[src/rtl/skel_pkg.sv]
// Shared types and default geometry for the thinning pass scheduler.
package skel_pkg;

    localparam int IMG_N      = 8;
    localparam int IMG_PIXELS = IMG_N * IMG_N;
    localparam int ADDR_W     = 7;

    typedef enum logic [2:0] {
        IDLE   = 3'd0,
        LOAD   = 3'd1,
        RUN_A  = 3'd2,
        WAIT_A = 3'd3,
        RUN_B  = 3'd4,
        WAIT_B = 3'd5,
        CHECK  = 3'd6,
        DONE   = 3'd7
    } sched_state_t;

endpackage

[src/rtl/load_addr_gen.sv]
// Loader write-address counter; parks on the last pixel instead of wrapping.
module load_addr_gen #(
    parameter int addrW    = 7,
    parameter int lastAddr = 63
) (
    input  logic             clk,
    input  logic             rst_n,
    input  logic             clr,
    input  logic             inc,
    output logic [addrW-1:0] addr,
    output logic             last
);

    assign last = (addr == addrW'(lastAddr));

    always_ff @(posedge clk or negedge rst_n) begin
        if (!rst_n) begin
            addr <= '0;
        end else if (clr) begin
            addr <= '0;
        end else if (inc && !last) begin
            addr <= addr + 1'b1;
        end
    end

endmodule

[src/rtl/skeleton_pass_scheduler.sv]
// Sequences image load, alternating A/B thinning passes and the convergence check,
// arbitrating the shared image RAM port between the loader and the processing element.
module skeleton_pass_scheduler
    import skel_pkg::*;
#(
    parameter int N          = IMG_N,
    parameter int bitSize    = ADDR_W - 1,
    parameter int pixelWidth = 8,
    parameter int MAX_PASSES = 16,
    localparam int countW    = $clog2(MAX_PASSES + 1)
) (
    input  logic                  clk,
    input  logic                  rst_n,
    input  logic                  start,
    input  logic                  load_valid,
    input  logic [pixelWidth-1:0] load_data,
    output logic                  load_ready,
    output logic                  mem_we,
    output logic [bitSize:0]      mem_addr,
    output logic [pixelWidth-1:0] mem_wdata,
    output logic                  mem_sel,
    output logic                  pe_start,
    output logic                  pe_subiter,
    input  logic                  pe_done,
    input  logic                  pe_changed,
    output logic                  busy,
    output logic                  done,
    output logic [countW-1:0]     pass_count
);

    sched_state_t      state;
    logic              changeFlag;
    logic              loadClr;
    logic              loadLast;
    logic [countW-1:0] passNext;

    assign mem_we    = load_valid & load_ready;
    assign mem_wdata = load_data;
    assign loadClr   = start && (state == IDLE || state == DONE);
    assign passNext  = (pass_count == countW'(MAX_PASSES)) ? pass_count : pass_count + 1'b1;

    load_addr_gen #(
        .addrW    (bitSize + 1),
        .lastAddr (N * N - 1)
    ) u_addr (
        .clk   (clk),
        .rst_n (rst_n),
        .clr   (loadClr),
        .inc   (mem_we),
        .addr  (mem_addr),
        .last  (loadLast)
    );

    // Outputs are registered alongside the state so each one changes on the transition edge.
    always_ff @(posedge clk or negedge rst_n) begin
        if (!rst_n) begin
            state      <= IDLE;
            pass_count <= '0;
            changeFlag <= 1'b0;
            load_ready <= 1'b0;
            mem_sel    <= 1'b0;
            pe_start   <= 1'b0;
            pe_subiter <= 1'b0;
            busy       <= 1'b0;
            done       <= 1'b0;
        end else begin
            pe_start <= 1'b0;
            case (state)
                IDLE, DONE: begin
                    if (start) begin
                        state      <= LOAD;
                        pass_count <= '0;
                        changeFlag <= 1'b0;
                        done       <= 1'b0;
                        busy       <= 1'b1;
                        load_ready <= 1'b1;
                        mem_sel    <= 1'b0;
                        pe_subiter <= 1'b0;
                    end
                end
                LOAD: begin
                    if (mem_we && loadLast) begin
                        state      <= RUN_A;
                        load_ready <= 1'b0;
                        mem_sel    <= 1'b1;
                        pe_start   <= 1'b1;
                        pe_subiter <= 1'b0;
                    end
                end
                RUN_A: state <= WAIT_A;
                WAIT_A: begin
                    if (pe_done) begin
                        changeFlag <= changeFlag | pe_changed;
                        state      <= RUN_B;
                        pe_start   <= 1'b1;
                        pe_subiter <= 1'b1;
                    end
                end
                RUN_B: state <= WAIT_B;
                WAIT_B: begin
                    // Folding the B result in here lets CHECK look at one flag for the whole pair.
                    if (pe_done) begin
                        changeFlag <= changeFlag | pe_changed;
                        state      <= CHECK;
                    end
                end
                CHECK: begin
                    pass_count <= passNext;
                    if (!changeFlag || passNext == countW'(MAX_PASSES)) begin
                        state   <= DONE;
                        done    <= 1'b1;
                        busy    <= 1'b0;
                        mem_sel <= 1'b0;
                    end else begin
                        changeFlag <= 1'b0;
                        state      <= RUN_A;
                        pe_start   <= 1'b1;
                        pe_subiter <= 1'b0;
                    end
                end
                default: state <= IDLE;
            endcase
        end
    end

endmodule

[config.mk]
export PLATFORM = sky130hd
export DESIGN_NAME = skeleton_pass_scheduler
export DESIGN_NICKNAME = d
export VERILOG_FILES = /design/src/rtl/skel_pkg.sv /design/src/rtl/load_addr_gen.sv /design/src/rtl/skeleton_pass_scheduler.sv
export SDC_FILE = /design/constraint.sdc
export NUM_CORES = 1
export LEC_CHECK = 0
export ABC_AREA = 1
export CORE_MARGIN = 5
export CORE_UTILIZATION = 49
export DETAILED_ROUTE_END_ITERATION = 10
export PLACE_DENSITY = 0.86
export SETUP_SLACK_MARGIN = 0.02
export SLEW_MARGIN = 20
export SYNTH_ARGS = -nofsm -noshare
export SYNTH_HDL_FRONTEND = slang
export SYNTH_SLANG_ARGS = --single-unit
[constraint.sdc]
create_clock -name clk -period 2.5 [get_ports clk]
set_input_delay 0.25 -clock clk [delete_from_list [all_inputs] [get_ports clk]]
set_output_delay 0.25 -clock clk [all_outputs]
set_load 0.05 [all_outputs]
## Word level (Yosys, flattened, before mapping)

Index checks and enable logic that the tools add are counted.
W data, S select, Z words.

| storage, ports and cells | value |
|---|---|
| bits in registers | 22 |
| input bits | 14 |
| output and inout bits | 27 |

| cells by class | value |
|---|---|
| add/sub/neg operators | 2 |
| equal/unequal tests | 17 |
| multiplexer cells | 30 |
| bitwise logic cells | 2 |
| reduce and logical (&&, ||, !) cells | 23 |

Operators with widths:

| kind | count |
|---|---|
| $pmux W3 S7 | 1 |
| $mux W3 | 5 |
| $mux W7 | 2 |
| $eq A3 B3 Y1 const B | 4 |
| $mux W1 | 12 |
| $ne A2 B2 Y1 const B | 6 |
| $reduce_and A4 Y1 | 3 |
| $eq A5 B5 Y1 const B | 2 |
| $mux W5 | 2 |
| $pmux W5 S2 | 1 |
| $pmux W1 S3 | 3 |
| $add A7 B1 Y7 const B | 1 |
| $eq A7 B6 Y1 const B | 1 |
| $eq A3 B2 Y1 const B | 2 |
| $pmux W1 S2 | 3 |
| $reduce_and A3 Y1 | 2 |
| $reduce_bool A2 Y1 | 3 |
| $reduce_bool A3 Y1 | 2 |
| $add A5 B1 Y5 const B | 1 |
| $reduce_and A5 Y1 | 1 |
| $pmux W1 S4 | 1 |
| $reduce_bool A4 Y1 | 1 |
| $reduce_or A2 Y1 | 2 |
| $eq A3 B1 Y1 const B | 1 |
| 8 further kinds | 12 |

## Depth between registers and ports, before layout

| logic depth | value |
|---|---|
| word-level depth | 6 |
| mapped depth | 14 |

## By module

A second synthesis with hierarchy kept.

| unflattened totals | value |
|---|---|
| cells, all modules | 211 |
| area, all modules | 1575.3 sq um |

By module, submodules not included:

| module | times used | cells an instance | area an instance (sq um) | seq. area each (sq um) |
|---|---|---|---|---|
| skeleton_pass_scheduler | 1 | 143 | 1088.5 | 375.4 |
| load_addr_gen | 1 | 68 | 486.7 | 175.2 |

## Worst setup path before layout

No wires, ideal clock.

| timing path | value |
|---|---|
| path type | register -> register |
| from | register pass_count[0] |
| to | register mem_sel |
| setup time | 0.123 ns |
| arrival | 1.826 ns |
| required time | 2.377 ns |
| setup slack | 0.551 ns |
| stages on the path, launching flop included | 13 |
| buffers on the path | 0 |
| path through | dfrtp_1 > inv_1 > ha_1 > nand2_1 > inv_1 > nand2_1 > nand2_1 > a21oi_1 > nand3_1 > nand3_1 > nand2_1 > o21ai_0 > nand2_1 |

| between the ends | value |
|---|---|
| cells in the longest elaborated chain, start to end | 6 |

RTL lines:

| what | RTL line | text |
|---|---|---|
| start, declared | skeleton_pass_scheduler.sv:28 | `output logic [countW-1:0] pass_count` |
| start signal, assigned | skeleton_pass_scheduler.sv:108 | `pass_count <= passNext;` |
| $add A5 B1 Y5 / $eq A5 B5 Y1 (equally long branches) | skeleton_pass_scheduler.sv:40 | `assign passNext = (pass_count == countW'(MAX_PASSES)) ? pass_count : pass_count + 1'b1;` |
| $mux W5 (*) | skeleton_pass_scheduler.sv:40 |  |
| $eq A5 B5 Y1 (*) | skeleton_pass_scheduler.sv:109 | `if (!changeFlag \|\| passNext == countW'(MAX_PASSES)) begin` |
| $logic_or A1 B1 Y1 (*) | skeleton_pass_scheduler.sv:109 |  |
| $ne A2 B2 Y1 (no source line) (*) | -- |  |
| $reduce_and A4 Y1 (no source line) (*) | -- |  |
| end signal, assigned | skeleton_pass_scheduler.sv:77 | `mem_sel <= 1'b0;` |
| end signal, assigned | skeleton_pass_scheduler.sv:85 | `mem_sel <= 1'b1;` |
| end signal, assigned | skeleton_pass_scheduler.sv:113 | `mem_sel <= 1'b0;` |
| end, declared | skeleton_pass_scheduler.sv:21 | `output logic mem_sel,` |

Every way passes the cells marked *; elsewhere a longest branch is shown, timed or not.
A chain may end at the register's enable or synchronous reset.

## Final worst setup path

| timing path | value |
|---|---|
| from | register load_ready |
| to | output mem_we |

| between the ends | value |
|---|---|
| cells in the longest elaborated chain, start to end | 1 |

RTL lines:

| what | RTL line | text |
|---|---|---|
| start, declared | skeleton_pass_scheduler.sv:17 | `output logic load_ready,` |
| start signal, assigned | skeleton_pass_scheduler.sv:60 | `load_ready <= 1'b0;` |
| start signal, assigned | skeleton_pass_scheduler.sv:76 | `load_ready <= 1'b1;` |
| start signal, assigned | skeleton_pass_scheduler.sv:84 | `load_ready <= 1'b0;` |
| $and A1 B1 Y1 | skeleton_pass_scheduler.sv:37 | `assign mem_we = load_valid & load_ready;` |
| end, declared | skeleton_pass_scheduler.sv:18 | `output logic mem_we,` |

Every way passes these cells.

==> flow_summary.ini <==
[final_layout]
antenna_cells = 0
drive_gt1_share_pct = 7.58
area_growth_pct = 21.2
instances_no_fill = 228
layout.nets = 216
stdcell_area_um2 = 1590
final_cell_mix = nand2_1, inv_1, clkdlybuf4s50_1
final_common_cell = nand2_1
utilization_pct = 62.8
nFillCells = 211

[sta]
slew_headroom_pct = 66.3
fin_skew_ns = 0.00716
whs_ns = 0.253
grt_setup_unrepaired = no
finalSetupViolCount = 0
setup_tns_ns = 0
worst_slack_ns = 0.531
layout_min_cycle_time_ns = 1.97
tightest_slew_ns = 0.503
fmax_mhz = 508
fin_crit_sh_pct = 78.8
drv_slew = 0
hold_viol = 0

[logic_synthesis]
synth.distinct_cells = 23
yosysSeqAreaShare_pct = 42.1
synth.avg_cell_area_um2 = 7.39
syn-num-nets = 194
synth_warnings = 0
synth_seq_cells = 22
syn_inst = 177
netlist_area_um2 = 1310

[critical_path]
path_buf_inv = 2
crit_path_end = mem_we
path_class = reg -> out
crit_path_end_kind = output port
crit_path_start = load_ready$_DFFE_PN0P_
crit_required_ns = 2.25
r2r_slack_ns = 0.74
critPathMaxStageDelay_ns = 0.82
cp_slowest_cell = clkdlybuf4s50_1
crit_fanout = 5
cp.depth = 3
cp_cell_sequence = nand2_1, inv_1, clkdlybuf4s50_1
worstReg2RegStart = pass_count[0]$_DFFE_PN0P_
cp_top_family = buffers and inverters
r2r_end = mem_sel$_DFFE_PN0P_
cp-start-kind = register
cp.arrival_ns = 1.72
reg2regPathDepth = 12

[floorplan]
die_h_um = 61.7
rows = 18
dieArea_um2 = 3800
die_x_um = 61.7
core_um2 = 2520
ios = 41
initial_core_util_pct = 51.8

[power_and_ir_drop]
ir_worst_vdd_mv = 0.840
p_switching_uw = 985
power.internal_uw = 988
power_frac_seq_pct = 28.6
pwr-share-comb_pct = 57.4
powerDensity_nw_per_um2 = 1240
switching_share_pct = 49.9
clockPowerShare_pct = 14.1
power_leakage_nw = 0.809
p_total_mw = 1.97

[cts]
holdBufCountCts = 0
cts_tree = built
ctsHtreeMaxLevel = 1
cts_buffers = 3
clock-sinks = 22
postCtsSetupBuffers = 0
cts_max_path_buffers = 2
clock_latency_ns = 0.32
clkTransAtPathRegs_ns = 0.13
ctsResizeCount = 0
root_buffer = clkbuf_4

[drt]
drtPass1Iterations = 4
routed_via_density = 5.15
wl_per_cell_um = 12.0
ant_nets = 0
drt_iter0_drc = 28
totalWireLength_um = 2740
num_vias = 1174
drc = 0

[grt]
grt_pass1_wl_um = 4770
grt.overflow.total = 0
antenna_found_initial = 0
grt_pass1_vias = 1120
grt_max_degree = 23
grtUsageTotal_pct = 16.9

[place]
dpl_worst_slack_ns = 0.561
place_area_um2 = 1530
post-dp-hpwl_um = 2050
gp_congestion = 0.882
dp_cells = 224
portBuffers = 24

[run_status]
outcome = complete, no violations

[flow_run]
max-cap-violations = 0

[worst_hold_path]
min_path_type = in -> async
worst min-delay path by stage:
stage                                start  cells past startpoint                   endpoint  slack (ns)
after floorplan                      rst_n                      0           busy$_DFFE_PN0P_       -0.05
after global placement    done$_DFFE_PN0P_                      2           done$_DFFE_PN0P_        0.46
after detailed placement  busy$_DFFE_PN0P_                      2           busy$_DFFE_PN0P_        0.48
after CTS                            rst_n                      2  pass_count[2]$_DFFE_PN0P_        0.26
after global routing                 rst_n                      2  pass_count[2]$_DFFE_PN0P_        0.27
final                                rst_n                      2  pass_count[2]$_DFFE_PN0P_        0.25
final cells by class:
| cell class | instances | area [um2] | share of cell area (%) |
|---|---|---|---|
| tap | 30 | 37.5 | 2.37 |
| timing repair buffer | 25 | 248 | 15.6 |
| clock inverter | 1 | 30.0 | 1.89 |
| inverter | 28 | 105 | 6.63 |
| clock buffer | 3 | 22.5 | 1.42 |
| sequential | 22 | 551 | 34.7 |
| multi-input combinational | 119 | 592 | 37.3 |
power by group through the flow:
stage	Combinational, mW	Clock, mW	Sequential (mW)
after CTS	1.14	0.282	0.564
after global placement	1.11	0	0.569
after detailed placement	1.12	0	0.570
final	1.13	0.277	0.563
after floorplan	0.606	0	0.814
after global routing	1.26	0.293	0.583
metal layers:
layer  track usage (%)  wire (um)  vias up
met5                 0          0        -
met4              9.39         72        0
met3              3.14        160        8
met2              27.1       1280       35
met1              21.5       1230      533
li1                  -          -      598
cells by family after synthesis:
group	synth area share, %
DFF	42.1
xor gates and xnor gates	1.34
buffers and inverters	12.6
and+or+nand+nor	32.1
AOI/OAI and AO/OA	9.00
adders and majority gates	2.87
state kept, by name, summed over array words and instances, names as in the netlist:
register and count:
done 1, mem_sel 1, pass_count 5, load_ready 1
changeFlag 1, pe_start 1, state 3, busy 1
pe_subiter 1, u_addr.addr 7
cells in the mapped netlist, drive strengths merged:
cell type	number	area share, %
nor3b	1	0.57
dfrtp	22	42
inv	28	8.0
nor3	3	1.1
and3	1	0.86
nor2	15	5.1
o21ai	14	5.6
ha	3	2.9
o22ai	1	0.48
a21oi	6	2.3
a211oi	1	0.57
nand2	52	16
buf	8	4.6
xor2	2	1.3
nand3	17	6.5
nand4	3	1.4
Power figures use the tool's default switching activity.
